--- src/rtl/audio_i2s_tx.sv ---
// audio_i2s_tx
// Mono audio back-end. Mixes the 8-bit unsigned PSG stream with a 16-bit
// signed auxiliary source, attenuates and saturates the result to 16 bits,
// and serialises it as standard I2S with the same sample in both slots.
//
// Ports:
//   clk_27m        system clock (single domain)
//   reset          synchronous, active-high reset
//   psg_in   [7:0] unsigned PSG sample, 0x80 = silence
//   aux_in  [15:0] signed auxiliary sample
//   atten    [2:0] arithmetic right shift applied to the mix
//   mute           forces the mixed sample to zero
//   i2s_bclk       bit clock
//   i2s_lrclk      word select (0 = left, 1 = right)
//   i2s_sdata      serial data, MSB first, one BCLK after each LRCLK edge
//   sample_strobe  one-cycle pulse when a new sample is latched for a frame
module audio_i2s_tx #(
  parameter int BCLK_HALF = 4,
  parameter int PSG_SHIFT = 7
) (
  input  logic               clk_27m,
  input  logic               reset,
  input  logic [7:0]         psg_in,
  input  logic signed [15:0] aux_in,
  input  logic [2:0]         atten,
  input  logic               mute,
  output logic               i2s_bclk,
  output logic               i2s_lrclk,
  output logic               i2s_sdata,
  output logic               sample_strobe
);

  localparam int DIV_W = (BCLK_HALF > 2) ? $clog2(BCLK_HALF) : 1;
  localparam logic [DIV_W-1:0] DIV_LAST = DIV_W'(BCLK_HALF - 1);

  function automatic logic signed [15:0] sat16(input logic signed [16:0] v);
    if (v > 17'sd32767)
      return 16'sh7fff;
    else if (v < -17'sd32768)
      return 16'sh8000;
    else
      return v[15:0];
  endfunction

  logic [7:0]         psg_c;
  logic signed [15:0] psg_s;
  logic signed [16:0] sum;
  logic signed [16:0] sh;
  logic signed [15:0] mix_p0;

  logic [DIV_W-1:0]   div_cnt;
  logic [5:0]         bit_cnt;
  logic [5:0]         bit_nxt;
  logic [4:0]         slot_p;
  logic [3:0]         bit_idx;
  logic               data_bit;
  logic               tick;
  logic               fall;
  logic signed [15:0] frame_smp;

  // Mix stage: re-centre PSG, add aux at 17 bits, shift, saturate.
  always_comb begin
    psg_c = psg_in ^ 8'h80;
    psg_s = $signed({{8{psg_c[7]}}, psg_c}) <<< PSG_SHIFT;
    sum   = $signed({psg_s[15], psg_s}) + $signed({aux_in[15], aux_in});
    sh    = sum >>> atten;
  end

  always_ff @(posedge clk_27m) begin
    if (reset)
      mix_p0 <= '0;
    else if (mute)
      mix_p0 <= '0;
    else
      mix_p0 <= sat16(sh);
  end

  // Serialiser: outputs change on the BCLK falling tick so the DAC sees
  // stable data on the rising edge. Slot bit p=1..16 carries sample bit 16-p;
  // p=0 is the one-BCLK I2S delay after LRCLK, p>16 is zero padding.
  always_comb begin
    tick     = (div_cnt == DIV_LAST);
    fall     = tick & i2s_bclk;
    bit_nxt  = bit_cnt + 6'd1;
    slot_p   = bit_nxt[4:0];
    bit_idx  = 4'(5'd16 - slot_p);
    data_bit = 1'b0;
    if (slot_p >= 5'd1 && slot_p <= 5'd16)
      data_bit = frame_smp[bit_idx];
  end

  always_ff @(posedge clk_27m) begin
    if (reset) begin
      div_cnt       <= '0;
      i2s_bclk      <= 1'b0;
      bit_cnt       <= 6'd63;
      i2s_lrclk     <= 1'b1;
      i2s_sdata     <= 1'b0;
      sample_strobe <= 1'b0;
      frame_smp     <= '0;
    end else begin
      sample_strobe <= 1'b0;
      div_cnt       <= tick ? '0 : div_cnt + 1'b1;
      if (tick)
        i2s_bclk <= ~i2s_bclk;
      if (fall) begin
        bit_cnt   <= bit_nxt;
        i2s_lrclk <= bit_nxt[5];
        i2s_sdata <= data_bit;
        // Frame start: latch the mix registered on the previous cycle.
        if (bit_nxt == 6'd0) begin
          frame_smp     <= mix_p0;
          sample_strobe <= 1'b1;
        end
      end
    end
  end

endmodule

--- config.mk ---
export PLATFORM = sky130hd
export DESIGN_NAME = audio_i2s_tx
export DESIGN_NICKNAME = d
export VERILOG_FILES = /design/src/rtl/audio_i2s_tx.sv
export SDC_FILE = /design/constraint.sdc
export NUM_CORES = 1
export LEC_CHECK = 0
export CELL_PAD_IN_SITES_DETAIL_PLACEMENT = 0
export CELL_PAD_IN_SITES_GLOBAL_PLACEMENT = 2
export CORE_UTILIZATION = 37
export CTS_CLUSTER_SIZE = 30
export DETAILED_ROUTE_END_ITERATION = 6
export MAX_ROUTING_LAYER = met4
export PLACE_DENSITY_LB_ADDON = 0.05
export SYNTH_ARGS = -nofsm -noshare
export SYNTH_HDL_FRONTEND = slang
export SYNTH_SLANG_ARGS = --single-unit
--- constraint.sdc ---
create_clock -name clk_27m -period 6.6 [get_ports clk_27m]
set_clock_uncertainty 0.2 [all_clocks]
set_input_delay 1.32 -clock clk_27m [delete_from_list [all_inputs] [get_ports clk_27m]]
set_output_delay 1.32 -clock clk_27m [all_outputs]
set_load 0.02 [all_outputs]
==> impl_metrics.py <==
metrics = {
    "status": {
        "status": "complete, no violations",
    },
    "yosys": {
        "yosysUniqueCellTypes": 64,
        "async_flop_share": 0,
        "synth_warnings": 0,
        "synth_area_um2": 2980,
        "ys.flop_type": "dfxtp_1",
        "ys_seq_area_frac": 0.289,
        "mappedNetlistNets": 380,
        "synth_edf_count": 0,
        "synth_area_per_cell_um2": 8.84,
        "synth.top_cell.area_share": 0.289,
        "synthesis.instances": 337,
        "synth_area_leader_cell": "dfxtp_1",
        "synthTopCellsByArea": "dfxtp_1, mux4_2, mux2i_1",
        "ys_ff_latch": 43,
    },
    "clocking": {
        "clock_latency_ns": 0.29,
        "post_cts_buffers": 0,
        "cts-root-buf": "clkbuf_8",
        "htreeDepth": 2,
        "cts.sinks": 43,
        "cts_buffer_depth": 2,
        "cts_resized": 0,
        "cts_tree": "yes",
        "cts_hold_buf": 0,
        "numCtsBuffers": 5,
        "cts.clk_slew.worst_paths_ns": 0.08,
    },
    "floorplan": {
        "die_area_um2": 8410,
        "initial_core_util": 0.384,
        "io_pins": 34,
        "die_w_um": 91.7,
        "dieHeight_um": 91.7,
        "core_um2": 7770,
        "num_rows": 32,
    },
    "final_layout": {
        "final_common_cell": "dfxtp_1",
        "drive_gt1_frac": 0.121,
        "finalInstanceArea_um2": 3420,
        "areaGrowthSynthToFinish_pct": 14.8,
        "antenna_cells": 0,
        "nNetsFinal": 397,
        "fin_cells": 457,
        "fillers": 789,
        "final_cell_mix": "dfxtp_1, clkdlybuf4s50_1, nor2_1",
    },
    "sta": {
        "slew_viol_final": 0,
        "finalCriticalPeriod_ns": 4.06,
        "finalSetupViolCount": 0,
        "fin_crit_sh": 0.615,
        "whs_ns": 0.224,
        "max_slew.worst_pin.slew_ns": 0.872,
        "hold_viol_final": 0,
        "max_freq_mhz": 246,
        "fin_tns_setup_ns": 0,
        "rsz0062_at_grt": "no",
        "max_slew_margin": 0.417,
    },
    "route": {
        "routed_wl_um": 6660,
        "vias_per_cell": 5.45,
        "via_count": 2490,
        "drt_iter0_markers": 71,
        "ant_nets": 0,
        "first_pass_iters": 4,
        "post_drt_wl_per_cell_um": 14.6,
        "drc": 0,
    },
    "placed_design": {
        "portBuffers": 33,
        "dp_cells": 449,
        "dp_hpwl_um": 5070,
        "placed_area_um2": 3330,
        "place.gp.congestion": 0.801,
    },
    "pwr": {
        "power_density_nw_per_um2": 182,
        "ir_drop_mv": 0.0799,
        "p_leak_nw": 1.30,
    },
    "grt": {
        "grt_pass1_vias": 2376,
        "antenna_found_initial": 0,
        "grt-ovfl-total": 0,
        "grt_max_degree": 30,
        "grt_pass1_wl_um": 11300,
        "grt.total_usage": 0.170,
    },
    "setup_path": {
        "cpPeakStageDelay_ns": 0.61,
        "critPathBufInv": 1,
        "startpoint_type": "input pin",
        "arrival_ns": 4.02,
        "critPathRequiredTime_ns": 6.56,
        "critPathMaxFanout": 9,
        "endpoint_kind": "register",
        "cp_cell_sequence": "clkdlybuf4s50_1, ha_1, fa_1, a211oi_2, o21ai_1, a211o_2, or4_4, nand3_2, a31oi_1",
        "crit_family": "compound AO/OA/AOI/OAI gates",
        "crit_slowest_cell": "or4_4",
        "worst-setup-path-type": "input pin to register",
    },
    "flow_run": {
        "drv_cap": 0,
    },
    "min_path": {
        "hp-class": "register to register",
    },
}
==> state kept, by name (all words and copies together) (netlist names) <==
signal and flops:
bit_cnt 5, div_cnt 2, frame_smp 16, i2s_bclk 1, i2s_lrclk 1, i2s_sdata 1, mix_p0 16, sample_strobe 1
==> kinds of logic (layout without fill, tap and decap cells) <==
logic type                 count (synthesis)  count (layout)  synth area share
buffers and inverters                     34              52            0.0550
and+or+nand+nor                          108             108             0.181
xor gates and xnor gates                   7               7            0.0206
muxes                                     35              35             0.166
adders and majority gates                 13              13            0.0571
DFF                                       43              43             0.289
AOI/OAI and AO/OA                         97              97             0.231
==> path summary, 6_finish.rpt <==
path | start | to | slack, ns | depth (start not counted)
worst min-delay path | div_cnt[0] | div_cnt[0] | 0.22 | 1
worst min register to register | div_cnt[0] | div_cnt[0] | 0.22 | 1
worst max-delay path | psg_in[0] | mix_p0[6] | 2.54 | 9
worst max register to register | bit_cnt[0] | i2s_sdata | 3.70 | 7
==> final cells by class <==
class | instances | area, µm² | share of cell area
clock buffers | 7 | 86.3 | 0.0252
clock inverters | 1 | 8.76 | 0.00256
inverters | 9 | 33.8 | 0.00988
multi-input cells | 260 | 1960 | 0.572
flip-flops and latches | 43 | 861 | 0.252
well taps | 102 | 128 | 0.0373
repair buffers | 35 | 345 | 0.101
==> power by group <==
group | leakage (nW) | internal, mW | switching [mW]
combinational | 0.901 | 0.0807 | 0.0965
clock | 0.0484 | 0.0857 | 0.0864
sequential | 0.350 | 0.269 | 0.00413
total | 1.30 | 0.436 | 0.187
==> stage by stage <==
| stage | util | total power, mW | worst slack (ns) |
|---|---|---|---|
| 2_1_floorplan | - | 0.408 | 2.80 |
| 3_3_place_gp | 0.428 | 0.459 | 2.26 |
| 3_5_place_dp | 0.428 | 0.456 | 2.23 |
| 4_1_cts | 0.440 | 0.628 | 2.54 |
| 5_1_grt | 0.440 | 0.661 | 2.39 |
| 6_report | 0.440 | 0.623 | 2.54 |
==> synthesized netlist by cell type, drive strengths merged (4+ instances only) <==
master and n:
or2 5, nand2 24, nor3 9, a21oi 29, mux2 6, xor2 4, buf 12, o21ai 10
mux2i 18, a211o 7, a31oi 8, inv 9, a211oi 9, and3 5, mux4 11, nand2b 5
o211ai 5, ha 12, nand3 7, dfxtp 43, nor2 32, clkbuf 13
==> metal layers <==
layer  vias up  global-route usage  share of wire
met4         0              0.0560          0.018
met3        11              0.0182          0.021
li1       1297                   -              -
met1      1145               0.207           0.48
met2        37               0.293           0.48
met5         -                   -              0
(Power assumes the default switching activity.)
